<file path="config.mk">
export PLATFORM = sky130hd
export DESIGN_NAME = mac_bank_reader
export DESIGN_NICKNAME = d
export VERILOG_FILES = /design/src/rtl/corr_pkg.sv /design/src/rtl/corr_sync_fifo.sv /design/src/rtl/mac_bank_reader.sv
export SDC_FILE = /design/constraint.sdc
export NUM_CORES = 1
export LEC_CHECK = 0
export CORE_ASPECT_RATIO = 1.1
export CORE_MARGIN = 2
export CORE_UTILIZATION = 58
export CTS_CLUSTER_DIAMETER = 50
export DETAILED_ROUTE_END_ITERATION = 16
export PLACE_DENSITY = 0.8
export SLEW_MARGIN = 20
export SYNTH_ARGS = -nofsm -noshare
export SYNTH_HDL_FRONTEND = slang
export SYNTH_HIERARCHICAL = 1
export SYNTH_SLANG_ARGS = --single-unit
</file>
<file path="constraint.sdc">
create_clock -name clk -period 6.8 [get_ports clk]
set_clock_uncertainty 0.15 [all_clocks]
set_input_delay 1.36 -clock clk [delete_from_list [all_inputs] [get_ports clk]]
set_output_delay 1.36 -clock clk [all_outputs]
set_load 0.005 [all_outputs]
</file>
<file path="src/rtl/corr_pkg.sv">
// corr_pkg: constants and types shared by the correlator readout logic.
//   CORR_AW / CORR_DW : default bank address / accumulator widths (same as the macRam banks)
//   rd_state_e        : readout sequencer state encoding
package corr_pkg;

  localparam int CORR_AW = 7;
  localparam int CORR_DW = 32;

  typedef enum logic [2:0] {
    RD_IDLE    = 3'd0,
    RD_FREEZE  = 3'd1,
    RD_ENTER   = 3'd2,
    RD_STREAM  = 3'd3,
    RD_DRAIN   = 3'd4,
    RD_RELEASE = 3'd5,
    RD_CLEAR   = 3'd6,
    RD_DONE    = 3'd7
  } rd_state_e;

endpackage

</file>
<file path="src/rtl/corr_sync_fifo.sv">
// corr_sync_fifo: small synchronous show-ahead FIFO holding readout words.
//   clk, rst       : clock, asynchronous active-high reset
//   wr_en_i/data_i : push one word (caller guarantees space)
//   rd_en_i        : pop the head word (caller guarantees non-empty)
//   rd_data_o      : head word, valid while empty_o=0
//   count_o        : number of stored words
//   empty_o        : no words stored
module corr_sync_fifo #(
  parameter  int W     = 40,
  parameter  int DEPTH = 4,
  localparam int PW    = $clog2(DEPTH)
) (
  input  logic          clk,
  input  logic          rst,
  input  logic          wr_en_i,
  input  logic [W-1:0]  wr_data_i,
  input  logic          rd_en_i,
  output logic [W-1:0]  rd_data_o,
  output logic [PW:0]   count_o,
  output logic          empty_o
);

  logic [W-1:0]  mem_q [DEPTH];
  logic [PW-1:0] wr_ptr_q;
  logic [PW-1:0] rd_ptr_q;
  logic [PW:0]   count_q;

  // Storage, pointers and occupancy; pointers wrap naturally since DEPTH is a power of 2.
  always_ff @(posedge clk or posedge rst) begin
    if (rst) begin
      for (int i = 0; i < DEPTH; i++) mem_q[i] <= '0;
      wr_ptr_q <= '0;
      rd_ptr_q <= '0;
      count_q  <= '0;
    end else begin
      if (wr_en_i) begin
        mem_q[wr_ptr_q] <= wr_data_i;
        wr_ptr_q        <= wr_ptr_q + {{(PW-1){1'b0}}, 1'b1};
      end
      if (rd_en_i) begin
        rd_ptr_q <= rd_ptr_q + {{(PW-1){1'b0}}, 1'b1};
      end
      case ({wr_en_i, rd_en_i})
        2'b10:   count_q <= count_q + {{PW{1'b0}}, 1'b1};
        2'b01:   count_q <= count_q - {{PW{1'b0}}, 1'b1};
        default: count_q <= count_q;
      endcase
    end
  end

  assign rd_data_o = mem_q[rd_ptr_q];
  assign count_o   = count_q;
  assign empty_o   = (count_q == {(PW+1){1'b0}});

endmodule

</file>
<file path="src/rtl/mac_bank_reader.sv">
// mac_bank_reader: readout sequencer for one RAM-based MAC bank.
// On start it freezes sampling, waits for any in-flight MAC sweep, reads every
// bank word in ascending order and streams it with its lag index over valid/ready,
// then optionally clears the bank.
//   clk, rst          : clock, asynchronous active-high reset
//   start             : one-cycle dump request (ignored while busy)
//   busy, done        : sequence active / one-cycle completion pulse
//   freeze            : tells the sampler to suppress bank sin
//   read, rAddr, rData: bank read port (rData arrives RD_LAT cycles after rAddr)
//   clr               : one-cycle bank clear request
//   m_data/m_idx/m_last/m_valid/m_ready : output stream
module mac_bank_reader
  import corr_pkg::*;
#(
  parameter int AW         = CORR_AW,
  parameter int DW         = CORR_DW,
  parameter int RD_LAT     = 2,
  parameter int GUARD      = 2**AW + 2,
  parameter int CLR_AFTER  = 1,
  parameter int FIFO_DEPTH = 4
) (
  input  logic          clk,
  input  logic          rst,
  input  logic          start,
  output logic          busy,
  output logic          done,
  output logic          freeze,
  output logic          read,
  output logic [AW-1:0] rAddr,
  input  logic [DW-1:0] rData,
  output logic          clr,
  output logic [DW-1:0] m_data,
  output logic [AW-1:0] m_idx,
  output logic          m_last,
  output logic          m_valid,
  input  logic          m_ready
);

  localparam int FW    = DW + AW + 1;
  localparam int CW    = $clog2(FIFO_DEPTH) + 1;
  localparam int CNT_W = (GUARD > 2**AW + 2) ? $clog2(GUARD) + 1 : AW + 2;
  localparam logic [AW:0]   ALL_ISSUED = {1'b1, {AW{1'b0}}};
  localparam logic [AW-1:0] LAST_IDX   = {AW{1'b1}};

  rd_state_e      state_q;
  logic [CNT_W-1:0] cnt_q;
  logic [AW:0]    issue_q;      // next address to issue; MSB set once all are issued
  logic           issue_v_q;    // rAddr carries a fresh address this cycle
  logic [RD_LAT-1:0] pipe_v_q;
  logic [AW-1:0]  pipe_idx_q [RD_LAT];

  logic           fifo_wr_s;
  logic           fifo_rd_s;
  logic [FW-1:0]  fifo_din_s;
  logic [FW-1:0]  fifo_dout_s;
  logic [CW-1:0]  fifo_cnt_s;
  logic           fifo_empty_s;
  logic           issue_ok_s;
  logic           pipe_empty_s;
  int             occ_s;

  // Credit check: every word already issued or stored must have a FIFO slot reserved.
  // The word popped this cycle frees its slot now, which keeps 1 word/cycle throughput.
  always_comb begin
    occ_s = int'(fifo_cnt_s) + int'(issue_v_q) - int'(fifo_rd_s);
    for (int i = 0; i < RD_LAT; i++) occ_s = occ_s + int'(pipe_v_q[i]);
    issue_ok_s   = (issue_q != ALL_ISSUED) && (occ_s < FIFO_DEPTH);
    pipe_empty_s = !issue_v_q && (pipe_v_q == {RD_LAT{1'b0}});
  end

  assign fifo_wr_s  = pipe_v_q[RD_LAT-1];
  assign fifo_din_s = {(pipe_idx_q[RD_LAT-1] == LAST_IDX), pipe_idx_q[RD_LAT-1], rData};
  assign fifo_rd_s  = !fifo_empty_s && (!m_valid || m_ready);

  // Sequencer FSM with registered control outputs and address issue.
  always_ff @(posedge clk or posedge rst) begin
    if (rst) begin
      state_q   <= RD_IDLE;
      busy      <= 1'b0;
      done      <= 1'b0;
      freeze    <= 1'b0;
      read      <= 1'b0;
      clr       <= 1'b0;
      rAddr     <= '0;
      cnt_q     <= '0;
      issue_q   <= '0;
      issue_v_q <= 1'b0;
    end else begin
      done      <= 1'b0;
      clr       <= 1'b0;
      issue_v_q <= 1'b0;
      case (state_q)
        RD_IDLE: begin
          if (start) begin
            state_q <= RD_FREEZE;
            busy    <= 1'b1;
            freeze  <= 1'b1;
            cnt_q   <= CNT_W'(GUARD - 1);
            issue_q <= '0;
          end
        end
        RD_FREEZE: begin
          if (cnt_q == {CNT_W{1'b0}}) begin
            state_q <= RD_ENTER;
            read    <= 1'b1;
          end else begin
            cnt_q <= cnt_q - {{(CNT_W-1){1'b0}}, 1'b1};
          end
        end
        RD_ENTER, RD_STREAM: begin
          // Address for the next cycle is registered here, so address 0 appears
          // on rAddr in the first STREAM cycle, when the bank is in read state.
          if (issue_ok_s) begin
            issue_v_q <= 1'b1;
            rAddr     <= issue_q[AW-1:0];
            issue_q   <= issue_q + {{AW{1'b0}}, 1'b1};
          end
          if (state_q == RD_ENTER) begin
            state_q <= RD_STREAM;
          end else if (issue_q == ALL_ISSUED) begin
            state_q <= RD_DRAIN;
          end
        end
        RD_DRAIN: begin
          if (fifo_empty_s && pipe_empty_s && !m_valid) begin
            state_q <= RD_RELEASE;
            read    <= 1'b0;
          end
        end
        RD_RELEASE: begin
          if (CLR_AFTER != 0) begin
            state_q <= RD_CLEAR;
            clr     <= 1'b1;
            cnt_q   <= CNT_W'(2**AW + 1);
          end else begin
            state_q <= RD_DONE;
            done    <= 1'b1;
          end
        end
        RD_CLEAR: begin
          if (cnt_q == {CNT_W{1'b0}}) begin
            state_q <= RD_DONE;
            done    <= 1'b1;
          end else begin
            cnt_q <= cnt_q - {{(CNT_W-1){1'b0}}, 1'b1};
          end
        end
        RD_DONE: begin
          state_q <= RD_IDLE;
          busy    <= 1'b0;
          freeze  <= 1'b0;
        end
        default: begin
          state_q <= RD_IDLE;
          busy    <= 1'b0;
          freeze  <= 1'b0;
          read    <= 1'b0;
        end
      endcase
    end
  end

  // Read-latency pipe: marks which cycle's rData belongs to an issued address.
  always_ff @(posedge clk or posedge rst) begin
    if (rst) begin
      pipe_v_q <= '0;
      for (int i = 0; i < RD_LAT; i++) pipe_idx_q[i] <= '0;
    end else begin
      pipe_v_q[0]   <= issue_v_q;
      pipe_idx_q[0] <= rAddr;
      for (int i = 1; i < RD_LAT; i++) begin
        pipe_v_q[i]   <= pipe_v_q[i-1];
        pipe_idx_q[i] <= pipe_idx_q[i-1];
      end
    end
  end

  corr_sync_fifo #(
    .W     (FW),
    .DEPTH (FIFO_DEPTH)
  ) u_fifo (
    .clk       (clk),
    .rst       (rst),
    .wr_en_i   (fifo_wr_s),
    .wr_data_i (fifo_din_s),
    .rd_en_i   (fifo_rd_s),
    .rd_data_o (fifo_dout_s),
    .count_o   (fifo_cnt_s),
    .empty_o   (fifo_empty_s)
  );

  // Registered stream stage: holds its word until accepted, reloads from the FIFO head.
  always_ff @(posedge clk or posedge rst) begin
    if (rst) begin
      m_valid <= 1'b0;
      m_data  <= '0;
      m_idx   <= '0;
      m_last  <= 1'b0;
    end else if (fifo_rd_s) begin
      m_valid                  <= 1'b1;
      {m_last, m_idx, m_data}  <= fifo_dout_s;
    end else if (m_ready) begin
      m_valid <= 1'b0;
    end
  end

endmodule

</file>
==> results.json, run 1 <==
{
  "final_core_util": 0.689,
  "async_reset_ff_frac": 1.00,
  "holdCritPathClass": "reg2reg",
  "clk_pin_slew_worst_paths_ns": 0.06,
  "numCtsBuffers": 28,
  "crit_type": "in2reg",
  "hold_start": "pipe_idx_q[9]",
  "r2r-end": "rAddr[0]",
  "synth_edf_count": 0,
  "ff2ff_setup_slack_ns": 3.37,
  "cp-startpoint": "m_ready",
  "path_depth": 12,
  "grt_pass1_vias": 7090,
  "worst_skew_pair.late_latency_ns": 0.52,
  "critPathTopFamily": "adder cells",
  "drive_gt1_frac": 0.384,
  "drt.antenna.violating_nets": 0,
  "p_total_mw": 4.35,
  "place_congestion": 0.721,
  "hold_viol": 0,
  "dp_slack_ns": 2.38,
  "die_w_um": 136,
  "synth-seq-cells": 256,
  "ff2ff_path_depth": 11,
  "finalInstanceArea_sq_um": 13100,
  "finalNonFillerCells": 1076,
  "max-clock-path-buffers": 3,
  "arrival_ns": 4.15,
  "start_kind": "input pin",
  "crit_chain": "clkdlybuf4s50_1, inv_1, a21oi_4, ha_1, inv_1, ha_1, fa_1, nor2b_1, or3b_1, nand2_2, nor2_4, mux2_2",
  "worst_slack_ns": 2.90,
  "io_buffers": 88,
  "cp-end-kind": "flip-flop",
  "synth_top_cell_area_share": 0.576,
  "fill_cells": 1295,
  "yosysTopAreaCell": "dfrtp_1",
  "die_h_um": 149,
  "n_antenna_cell": 0,
  "fp.coreArea_sq_um": 19000,
  "period_needed_ns": 3.90,
  "num_io_pins": 89,
  "yosysSeqAreaShare": 0.576,
  "p_leak_nw": 5.69,
  "power.density_nw_per_um2": 333,
  "overflow": 0,
  "cpPeakStageDelay_ns": 0.42,
  "yosys_most_used_dff": "dfrtp_1",
  "cap_violations": 0,
  "synthDistinctLibCells": 47,
  "slew_headroom": 0.397,
  "endpoint": "rAddr[0]",
  "cts.sinks": 256,
  "yosys_warnings": 6,
  "avgSynthCellArea_sq_um": 15.5,
  "initial_utilization": 0.586,
  "irDropWorstVdd_v": 0.000200,
  "vias": 6254,
  "worst_hold_slack_ns": 0.195,
  "worst-path-buf-inv": 3,
  "synthTopCellsByCount": "dfrtp_1, mux2_2, mux4_2, inv_1, buf_4",
  "grt_pass1_wl_mm": 36.5,
  "first_pass_iters": 7,
  "outcome": "completed",
  "syn2layout_area_growth_pct": 17.5,
  "multi_input_area_sq_um": 4350,
  "post_cts_resized": 0,
  "synthTopCellsByArea": "dfrtp_1, mux2_2, mux4_2",
  "seqCellArea_sq_um": 6410,
  "max_freq_ghz": 0.257,
  "netlist_area_sq_um": 11100,
  "rows": 53,
  "wl_mm": 22.1,
  "antenna_found_initial": 0,
  "finalSetupViolCount": 0,
  "rsz0062_at_grt": "no",
  "grt_max_degree": 101,
  "cts_setup_buffers": 0,
  "placed_cells": 1024,
  "worstReg2RegStart": "u_fifo/count_o[2]",
  "yosysMostFrequentCell": "dfrtp_1",
  "final.setup.tns_ns": 0,
  "hold_buffers": 0,
  "worstMarginPinSlew_ns": 0.905,
  "cts_tree": "built",
  "required_ns": 7.06,
  "die_area_sq_um": 20300,
  "slew_violations": 0,
  "root_buffer": "clkbuf_16",
  "wl_per_cell_um": 20.6,
  "drc": 0,
  "cp_slowest_cell": "clkdlybuf4s50_1",
  "critPathMaxFanout": 10,
  "period_share": 0.573,
  "drt_iter0_markers": 243,
  "via_per_inst": 5.81,
  "dp_hpwl_mm": 13.7,
  "cts_htree_levels": 1,
  "syn_inst": 718,
  "nNetsFinal": 860,
  "placed_cell_area_sq_um": 12100,
  "synth_nets": 771,
  "grt_usage": 0.229
}
flip-flops by register name, indices dropped and copies added, names as in the netlist, 2 cells and up:
name and cells:
pipe_idx_q 7, u_fifo/count_o 3, u_fifo/rd_ptr_q 2, m_data 32, cnt_q 9, state_q 3
pipe_v_q 2, issue_q 8, rAddr 7, u_fifo/wr_ptr_q 2, m_idx 7, u_fifo/mem_q 160
fifo_din_s 7
layout by cell type (no fill, tap or decap), drive strengths merged, types with 2 or more instances in the layout:
cell	Yosys	layout
o21ai	15	15
and2	3	3
dfrtp	256	256
nand2b	3	3
nor2b	6	6
inv	24	26
nor2	16	16
o211ai	3	3
nand3	7	7
clkbuf	6	37
or3b	2	2
clkinvlp	0	2
nand2	17	17
fa	2	2
and3	2	2
xnor2	6	6
nand4	6	6
ha	15	15
mux2	208	208
nor3	9	9
a21oi	9	9
xor2	8	8
or3	5	5
buf	31	8
clkinv	0	8
a41oi	2	2
mux4	40	40
o32ai	2	2
mux2i	4	4
clkdlybuf4s50	0	88
nor4b	2	2
bufinv	0	3
final cells by class:
| cell class | count | share of cell area |
|---|---|---|
| Clock buffer | 37 | 0.0601 |
| Multi-Input combinational cell | 401 | 0.333 |
| Sequential cell | 256 | 0.491 |
| Clock inverter | 15 | 0.0133 |
| Inverter | 24 | 0.00747 |
| Timing Repair Buffer | 96 | 0.0720 |
| Tap cell | 247 | 0.0237 |
worst register-to-register path, stage by stage, from the launching register on:
cell     delay (ns)
dfrtp_1        0.47
nor3_1         0.43
a21oi_4        0.06
ha_1           0.30
inv_1          0.04
ha_1           0.20
fa_1           0.42
nor2b_1        0.18
or3b_1         0.28
nand2_2        0.12
nor2_4         0.29
mux2_2         0.38
per-layer routing:
metal / part of all wire / vias to the layer above / GRT usage
li1: - / 2775 / -
met1: 0.41 / 3288 / 0.296
met2: 0.52 / 154 / 0.400
met3: 0.042 / 37 / 0.0350
met4: 0.023 / 0 / 0.0734
met5: 0 / - / 0
logic make-up (layout without fill, tap and decap cells):
kind of cell	Yosys count	after routing	share of synthesized area
DFF	256	256	0.576
muxes	252	252	0.296
and+or+nand+nor	81	81	0.0396
xor gates and xnor gates	14	14	0.0110
adders and majority gates	17	17	0.0205
buffers and inverters	61	172	0.0344
AOI/OAI and AO/OA	37	37	0.0221
worst min path at each step:
stage | slack (ns) | cells past startpoint | to
after floorplan | 0.18 | 0 | fifo_din_s[32]
after global placement | 0.18 | 0 | fifo_din_s[34]
after detailed placement | 0.18 | 0 | fifo_din_s[35]
after CTS | 0.20 | 0 | fifo_din_s[34]
after global routing | 0.21 | 0 | fifo_din_s[35]
final | 0.20 | 0 | fifo_din_s[34]
power by group:
| part | leakage (nW) | internal (mW) | switching, mW |
|---|---|---|---|
| registers | 3.16 | 1.68 | 0.191 |
| clock network | 0.469 | 0.933 | 0.601 |
| logic | 2.06 | 0.591 | 0.352 |
No activity file was read; power rests on OpenSTA's default activity.
==> run 2, diff against run 1 <==
- clock period: 6.8 -> 3.65 ns (I/O delays scaled with it)
==> run 2 against run 1 <==
- combinational power increased by 93%
- power up 78%
- non-clock buffer count rose by 10
- sequential share of layout area up 0.16 points
- final area down 0.33%
- sequential cell count unchanged
- routed wire length fell by 2.0%
- critical path depth is the same
- hold slack gained 0.0044 ns
- largest cell class unchanged
- highest routed layer unchanged
==> results.json, run 2 (synthesized netlist as in run 1, its figures left out) <==
{
  "overflow": 0,
  "place_congestion": 0.802,
  "worstMarginPinSlew_ns": 0.783,
  "rsz0062_at_grt": "no",
  "grt_usage": 0.228,
  "fp.coreArea_sq_um": 19000,
  "via_per_inst": 5.82,
  "max-clock-path-buffers": 3,
  "p_leak_nw": 5.67,
  "slew_headroom": 0.477,
  "cts_tree": "built",
  "cts_htree_levels": 1,
  "period_needed_ns": 3.32,
  "worst_hold_slack_ns": 0.199,
  "finalNonFillerCells": 1077,
  "die_w_um": 136,
  "initial_utilization": 0.586,
  "nNetsFinal": 867,
  "n_antenna_cell": 0,
  "max_freq_ghz": 0.301,
  "finalSetupViolCount": 0,
  "crit_type": "reg2reg",
  "placed_cells": 1034,
  "cp-end-kind": "flip-flop",
  "first_pass_iters": 4,
  "worst_skew_pair.late_latency_ns": 0.50,
  "syn2layout_area_growth_pct": 17.2,
  "vias": 6273,
  "antenna_found_initial": 0,
  "final_cell_mix": "dfrtp_1, mux2_2, clkdlybuf4s50_1, mux4_2, clkbuf_16",
  "regMostFlops": "u_fifo/mem_q",
  "drive_gt1_frac": 0.383,
  "period_share": 0.910,
  "wl_per_cell_um": 20.1,
  "start_kind": "flip-flop",
  "multi_input_area_sq_um": 4350,
  "critPathMaxFanout": 5,
  "cts_setup_buffers": 0,
  "slew_violations": 0,
  "rows": 53,
  "hold_viol": 0,
  "die_area_sq_um": 20300,
  "wl_mm": 21.7,
  "num_io_pins": 89,
  "drc": 0,
  "layout_commonest_cell": "dfrtp_1",
  "p_total_mw": 7.74,
  "grt_pass1_vias": 7056,
  "root_buffer": "clkbuf_16",
  "holdCritPathClass": "reg2reg",
  "clk_pin_slew_worst_paths_ns": 0.06,
  "seqCellArea_sq_um": 6410,
  "die_h_um": 149,
  "cap_violations": 0,
  "power.density_nw_per_um2": 594,
  "irDropWorstVdd_v": 0.000360,
  "cts.sinks": 256,
  "fill_cells": 1253,
  "required_ns": 3.93,
  "drt_iter0_markers": 309,
  "io_buffers": 88,
  "grt_pass1_wl_mm": 36.6,
  "outcome": "completed",
  "numCtsBuffers": 25,
  "grt_max_degree": 60,
  "post_cts_resized": 0,
  "drt.antenna.violating_nets": 0,
  "dp_hpwl_mm": 13.9,
  "hold_buffers": 0,
  "final_core_util": 0.687,
  "arrival_ns": 3.60,
  "largest_reg_flops": 160,
  "largestRegisters": "u_fifo/mem_q: 160 flops, m_data: 32 flops, cnt_q: 9 flops"
}
## run 2: cell types whose count changed in the layout (fill, tap and decap cells not counted), sizes merged
cell | before | now
buf | 8 | 18
bufinv | 3 | 1
inv | 26 | 23
clkinvlp | 2 | 1
clkinv | 8 | 6
clkbuf | 37 | 36
## run 2: worst max-delay path: stages, from the launching register on
cell and delay (ns):
dfrtp_1 0.42, nor3_1 0.46, a21oi_4 0.05, ha_1 0.30, inv_1 0.04, ha_1 0.21
fa_1 0.43, nor2b_1 0.22, or3b_1 0.19, buf_4 0.14, nand4_1 0.11, or3_1 0.36
a21oi_1 0.18
## run 2: metrics by stage
stage	setup TNS (ns)	worst slack (ns)	instance area, sq um
6_report	0	0.327	13000
3_3_place_gp	0	0.101	12200
3_5_place_dp	-0.155	-0.0815	12200
2_1_floorplan	0	0.0842	11100
5_1_grt	0	0.125	13000
4_1_cts	0	0.308	13000
## run 2: area by class of cell
class	instances	share of cell area
Clock inverter	7	0.00490
Inverter	24	0.00740
Sequential cell	256	0.492
Clock buffer	36	0.0550
Multi-Input combinational cell	401	0.334
Tap cell	247	0.0237
Timing Repair Buffer	106	0.0828
## run 2: final timing paths
check	startpoint	to	slack [ns]	depth (start not counted)
worst max-delay path	u_fifo/count_o[1]	issue_q[5]	0.33	12
worst min-delay path	pipe_idx_q[11]	fifo_din_s[36]	0.20	0
worst max register to register	u_fifo/count_o[1]	issue_q[5]	0.33	12
worst min register to register	pipe_idx_q[11]	fifo_din_s[36]	0.20	0
max in group asynchronous	rst	u_fifo/mem_q[142]	1.95	3
min in group asynchronous	rst	m_data[18]	0.59	2
## run 2: metal layers
layer / global-route usage / vias up / wire length, um
met5: 0 / - / 0
met4: 0.0531 / 0 / 304
met3: 0.0404 / 33 / 973
met2: 0.401 / 132 / 11400
met1: 0.299 / 3327 / 8980
li1: - / 2781 / -
## run 2: where the power goes
part / total (mW) / switching [mW] / internal [mW]
clock network: 2.46 / 1.04 / 1.43
logic: 1.82 / 0.680 / 1.14
registers: 3.45 / 0.318 / 3.14
total: 7.74 / 2.03 / 5.71
==> edit 1: new RTL, settings of run 1 <==
`RD_LAT`: 2 -> 1.
--- a/src/rtl/mac_bank_reader.sv
+++ b/src/rtl/mac_bank_reader.sv
@@ -14,7 +14,7 @@
 #(
   parameter int AW         = CORR_AW,
   parameter int DW         = CORR_DW,
-  parameter int RD_LAT     = 2,
+  parameter int RD_LAT     = 1,
   parameter int GUARD      = 2**AW + 2,
   parameter int CLR_AFTER  = 1,
   parameter int FIFO_DEPTH = 4
Behaviour: no difference found for any inputs over 10 cycles, from zero or initial values and one cycle with rst high; that may be too few to reach the edited logic, so the function may still have changed.
==> edit 1 against run 1 <==
Via count down 0.90%. Setup slack worse by 0.069 ns. Wire length down 3.6%. Critical path depth up 1. Sequential cell count down 8. Final area down 3.2%. Synthesized area down 2.5%. Total power up 30%. Fmax down 1.7%. Largest power group unchanged. Highest routed layer unchanged.
==> edit 1: results (changes against run 1) <==
FMAX=252 MHz (-1.7%); worst hold path class=reg -> reg; FF-to-FF path depth=12 (+1); CP arrival=4.26 ns (+0.11 ns); Vias=6,198 (-0.90%); status=finished, final reports clean; leakage=5.48 nW (-3.7%); Fillers=1,240 (-4.2%); post-synthesis xor/xnor area fraction=0.00646 (-0.00457); first-pass GRT wire length=35,100 um (-3.7%); Post-DP Area=11,800 um^2 (-2.4%); synthesized-area fraction occupied by adder cells=0.0187 (-0.00179); worst flop-to-flop path endpoint=issue_q[7]; Non-clock buffering overhead=0.0744 (+0.00242); WS Path Type=in -> reg; multi-input logic area=4260 um^2 (-2.0%); mux share of post-synthesis cell area=0.300 (+0.00351); P&R area growth vs syn=16.6%; met3 WL=821 um (-11%); clock buffers=35 (-5.4%); Num CTS Buffers=26 (-7.1%); routed metal-1 wire length=8910 um (-2.3%); Worst-Skew Late Latency=0.52 ns (about the same); final WL=21,300 um (-3.6%); Final clock-cell share=0.0652 (-0.00822); slew margin rel.=0.238 (-0.159); Final GP Congestion=0.800 (+11%); post-synthesis compound-gate area fraction=0.0305 (+0.00841); Post-Syn Area per Cell=15.4 um^2 (-0.83%); reg-to-reg critical path startpoint=u_fifo/count_o[0]; nonclk inv count=25 (+4.2%); Worst Hold Path Cells=0 (unchanged); hold worst-path end=pipe_idx_q[6]; vias in the first global route=6,798 (-4.1%); syn_nets=757 (-1.8%); synth cell count leaders=248 x dfrtp_1, 205 x mux2_2, 38 x mux4_2; pre-CTS setup slack=2.30 ns (-0.0790 ns); Final HPWL DP=13,000 um (-5.2%); initial antenna violation count=0 (unchanged); top cells by area, synth=dfrtp_1 57%, mux2_2 21%, mux4_2 7.9%; min-delay src=rAddr[6]; pin count of the biggest net entering global routing=115 (+14%); CP Max Fanout=24 (+14); via density per instance=5.90 (+1.5%); max incr delay on CP=0.48 ns (+0.06 ns); comb_multi_in=394 (-1.7%); Seq/total area=0.491 (+0.000629); final net count=842 (-2.1%); Cells after DPL=1,006 (-1.8%); Iter 0 DRT Violations=284 (+17%); register area=6210 um^2 (-3.1%); gr usage total=0.224 (-0.00540); r2r setup slk=3.32 ns (-0.05 ns); Seq/Total Area, Yosys=0.573 (-0.00377); share of cells above drive strength 1=0.379 (-0.00488); Yosys cell types=46 (-2.1%)
## edit 1: cell types whose count changed after synthesis, sizes merged, moves of 4 or more
cell   change
or4        +5
nand2      +4
o31ai      +7
nor2       -6
nor2b      -5
dfrtp      -8
## edit 1: power breakdown
part	switching [mW]	internal, mW	leakage (nW)
Combinational	0.639	1.17	2.02
Clock	0.560	0.786	0.410
Sequential	0.476	2.05	3.04
## edit 1: worst max path at each step
stage,end,cells after the start
floorplan,u_fifo/count_o[0],1
detailed placement,issue_q[7],13
global route,issue_q[7],13
global placement,issue_q[7],13
CTS,issue_q[7],13
finish,issue_q[7],13
## edit 1: stage by stage
step / hold WS, ns / power, mW
CTS: 0.261 / 5.73
global placement: 0.242 / 4.20
detailed placement: 0.251 / 4.36
floorplan: 0.231 / 3.80
global route: 0.262 / 6.01
finish: 0.255 / 5.68
## edit 1: routing by layer
metal | global-route usage | vias up
li1 | - | 2738
met1 | 0.286 | 3290
met2 | 0.401 | 142
met3 | 0.0346 | 28
met4 | 0.0584 | 0
met5 | 0 | -
==> edit 2: new RTL, settings of run 1 <==
Without the edit above. Make the reset (`rst`) synchronous in 4 clocked blocks. Comments in the files are not updated.
--- a/src/rtl/corr_sync_fifo.sv
+++ b/src/rtl/corr_sync_fifo.sv
@@ -26,7 +26,7 @@
   logic [PW:0]   count_q;
 
   // Storage, pointers and occupancy; pointers wrap naturally since DEPTH is a power of 2.
-  always_ff @(posedge clk or posedge rst) begin
+  always_ff @(posedge clk) begin
     if (rst) begin
       for (int i = 0; i < DEPTH; i++) mem_q[i] <= '0;
       wr_ptr_q <= '0;
--- a/src/rtl/mac_bank_reader.sv
+++ b/src/rtl/mac_bank_reader.sv
@@ -73,7 +73,7 @@
   assign fifo_rd_s  = !fifo_empty_s && (!m_valid || m_ready);
 
   // Sequencer FSM with registered control outputs and address issue.
-  always_ff @(posedge clk or posedge rst) begin
+  always_ff @(posedge clk) begin
     if (rst) begin
       state_q   <= RD_IDLE;
       busy      <= 1'b0;
@@ -161,7 +161,7 @@
   end
 
   // Read-latency pipe: marks which cycle's rData belongs to an issued address.
-  always_ff @(posedge clk or posedge rst) begin
+  always_ff @(posedge clk) begin
     if (rst) begin
       pipe_v_q <= '0;
       for (int i = 0; i < RD_LAT; i++) pipe_idx_q[i] <= '0;
@@ -190,7 +190,7 @@
   );
 
   // Registered stream stage: holds its word until accepted, reloads from the FIFO head.
-  always_ff @(posedge clk or posedge rst) begin
+  always_ff @(posedge clk) begin
     if (rst) begin
       m_valid <= 1'b0;
       m_data  <= '0;
Formal check against the unedited RTL: differs if rst is asserted again (counterexample within 4 cycles, from zero or initial values and one cycle with rst high); with rst held inactive, the same outputs for 10 cycles.
==> edit 2 against run 1 <==
Combinational power rose by 46%. Sequential cell count rose by 2. Final area fell by 1.7%. Final cell count rose by 12%. Wire length fell by 2.9%. Setup slack got worse by 1.3 ns. Clock power fell by 8%. Non-clock buffer count rose by 2. Total power rose by 10%. Hold slack improved by 0.085 ns. Synthesized area fell by 1.7%. Largest power group unchanged.
==> edit 2: results (changes against run 1) <==
CP arrival=5.50 ns (+1.35 ns); Worst Hold Path Cells=1 (+1); pre-CTS setup slack=1.07 ns (-1.31 ns); Top Registers=u_fifo/mem_q x160, m_data x32, pipe_idx_q x14; pin count of the biggest net entering global routing=95 (-5.9%); CP Max Fanout=44 (+34); syn_nets=918 (+19%); vias in the first global route=6,758 (-4.7%); slowest CP cell=fa_1; VDD IR max=335 uV (+67%); number of enable flip-flop cells after synthesis=160 (+160); Fillers=1,276 (-1.5%); slew margin rel.=0.277 (-0.120); final net count=988 (+15%); initial antenna violation count=1 (+1); leakage=4.55 nW (-20%); Iter 0 DRT Violations=439 (+81%); Post-DP Area=12,000 um^2 (-0.98%); 1st-pass router iterations=4 (-3); FF-to-FF path depth=14 (+3); htree depth=1 (unchanged); Internal Power=3.29 mW (+2.5%); Final HPWL DP=12,300 um (-11%); Seq/Total Area, Yosys=0.620 (+0.0432); share of cells above drive strength 1=0.115 (-0.269); Yosys cell types=63 (+34%); status=finished, final reports clean; synth cell count leaders=161 x and2_1, 160 x edfxtp_1, 98 x dfxtp_1; Num CTS Buffers=26 (-7.1%); top cells by area, synth=edfxtp_1 44%, dfxtp_1 18%, and2_1 9.2%; asr flop ratio synth=0 (-1.00); gr usage total=0.220 (-0.00965); max incr delay on CP=0.48 ns (+0.06 ns); final WL=21,500 um (-2.9%); top_reg_cell synth=edfxtp_1; Final GP Congestion=0.895 (+24%); first-pass GRT wire length=34,500 um (-5.4%)
edit 2: layout make-up:
class | instances | area (um^2) | share of cell area
antenna | 1 | 2.50 | 0.000195
multi-input combinational | 535 | 3880 | 0.302
clock buffer | 40 | 764 | 0.0595
clock inverter | 7 | 88.8 | 0.00692
tap | 243 | 304 | 0.0237
sequential | 258 | 6770 | 0.527
inverter | 20 | 75.1 | 0.00585
timing repair buffer | 98 | 953 | 0.0742
edit 2: critical path: cells and delay by family:
family                   cells  cell delay [ns]
AND/OR/NAND/NOR              6             1.58
buffers and inverters        5             1.30
adder cells (fa/ha/maj)      3             1.05
multiplexers                 1             0.20
edit 2: logic make-up after synthesis:
family                   Yosys count  share of synthesized area
flip-flops                       258                      0.620
adder cells (fa/ha/maj)           13                     0.0163
multiplexers                      41                     0.0834
AND/OR/NAND/NOR                  367                      0.182
AO/OA/AOI/OAI                    101                     0.0566
XOR/XNOR                          13                     0.0104
buffers and inverters             76                     0.0314
edit 2: power groups by stage:
stage          clock network [mW]  logic [mW]  registers [mW]
2_1_floorplan                   0        1.01            1.96
3_3_place_gp                    0        1.31            2.05
3_5_place_dp                    0        1.37            2.05
4_1_cts                      1.43        1.39            2.02
5_1_grt                      1.49        1.53            2.05
6_report                     1.40        1.38            2.02
edit 2: worst paths after layout:
path	slack, ns	end	startpoint
worst min-delay path	0.28	pipe_idx_q[0][9]	pipe_idx_q[0][2]
worst max-delay path	1.61	issue_q[5]	m_ready
worst min register to register	0.28	pipe_idx_q[0][9]	pipe_idx_q[0][2]
worst max register to register	2.22	issue_q[5]	u_fifo/count_o[1]
edit 2: layer usage:
layer  track usage  up-vias  wire [um]
li1              -     3200          -
met4        0.0668        0        444
met5             0        -          0
met3        0.0381       36       1370
met1         0.281     3283       8610
met2         0.383      199      11100
edit 2: metrics by stage:
stage | power, mW | instances | hold slack [ns]
finish | 4.80 | 1202 | 0.280
global route | 5.06 | 1201 | 0.300
CTS | 4.84 | 1201 | 0.283
detailed placement | 3.43 | 1154 | 0.270
global placement | 3.36 | 1154 | 0.266
floorplan | 2.97 | 869 | 0.264
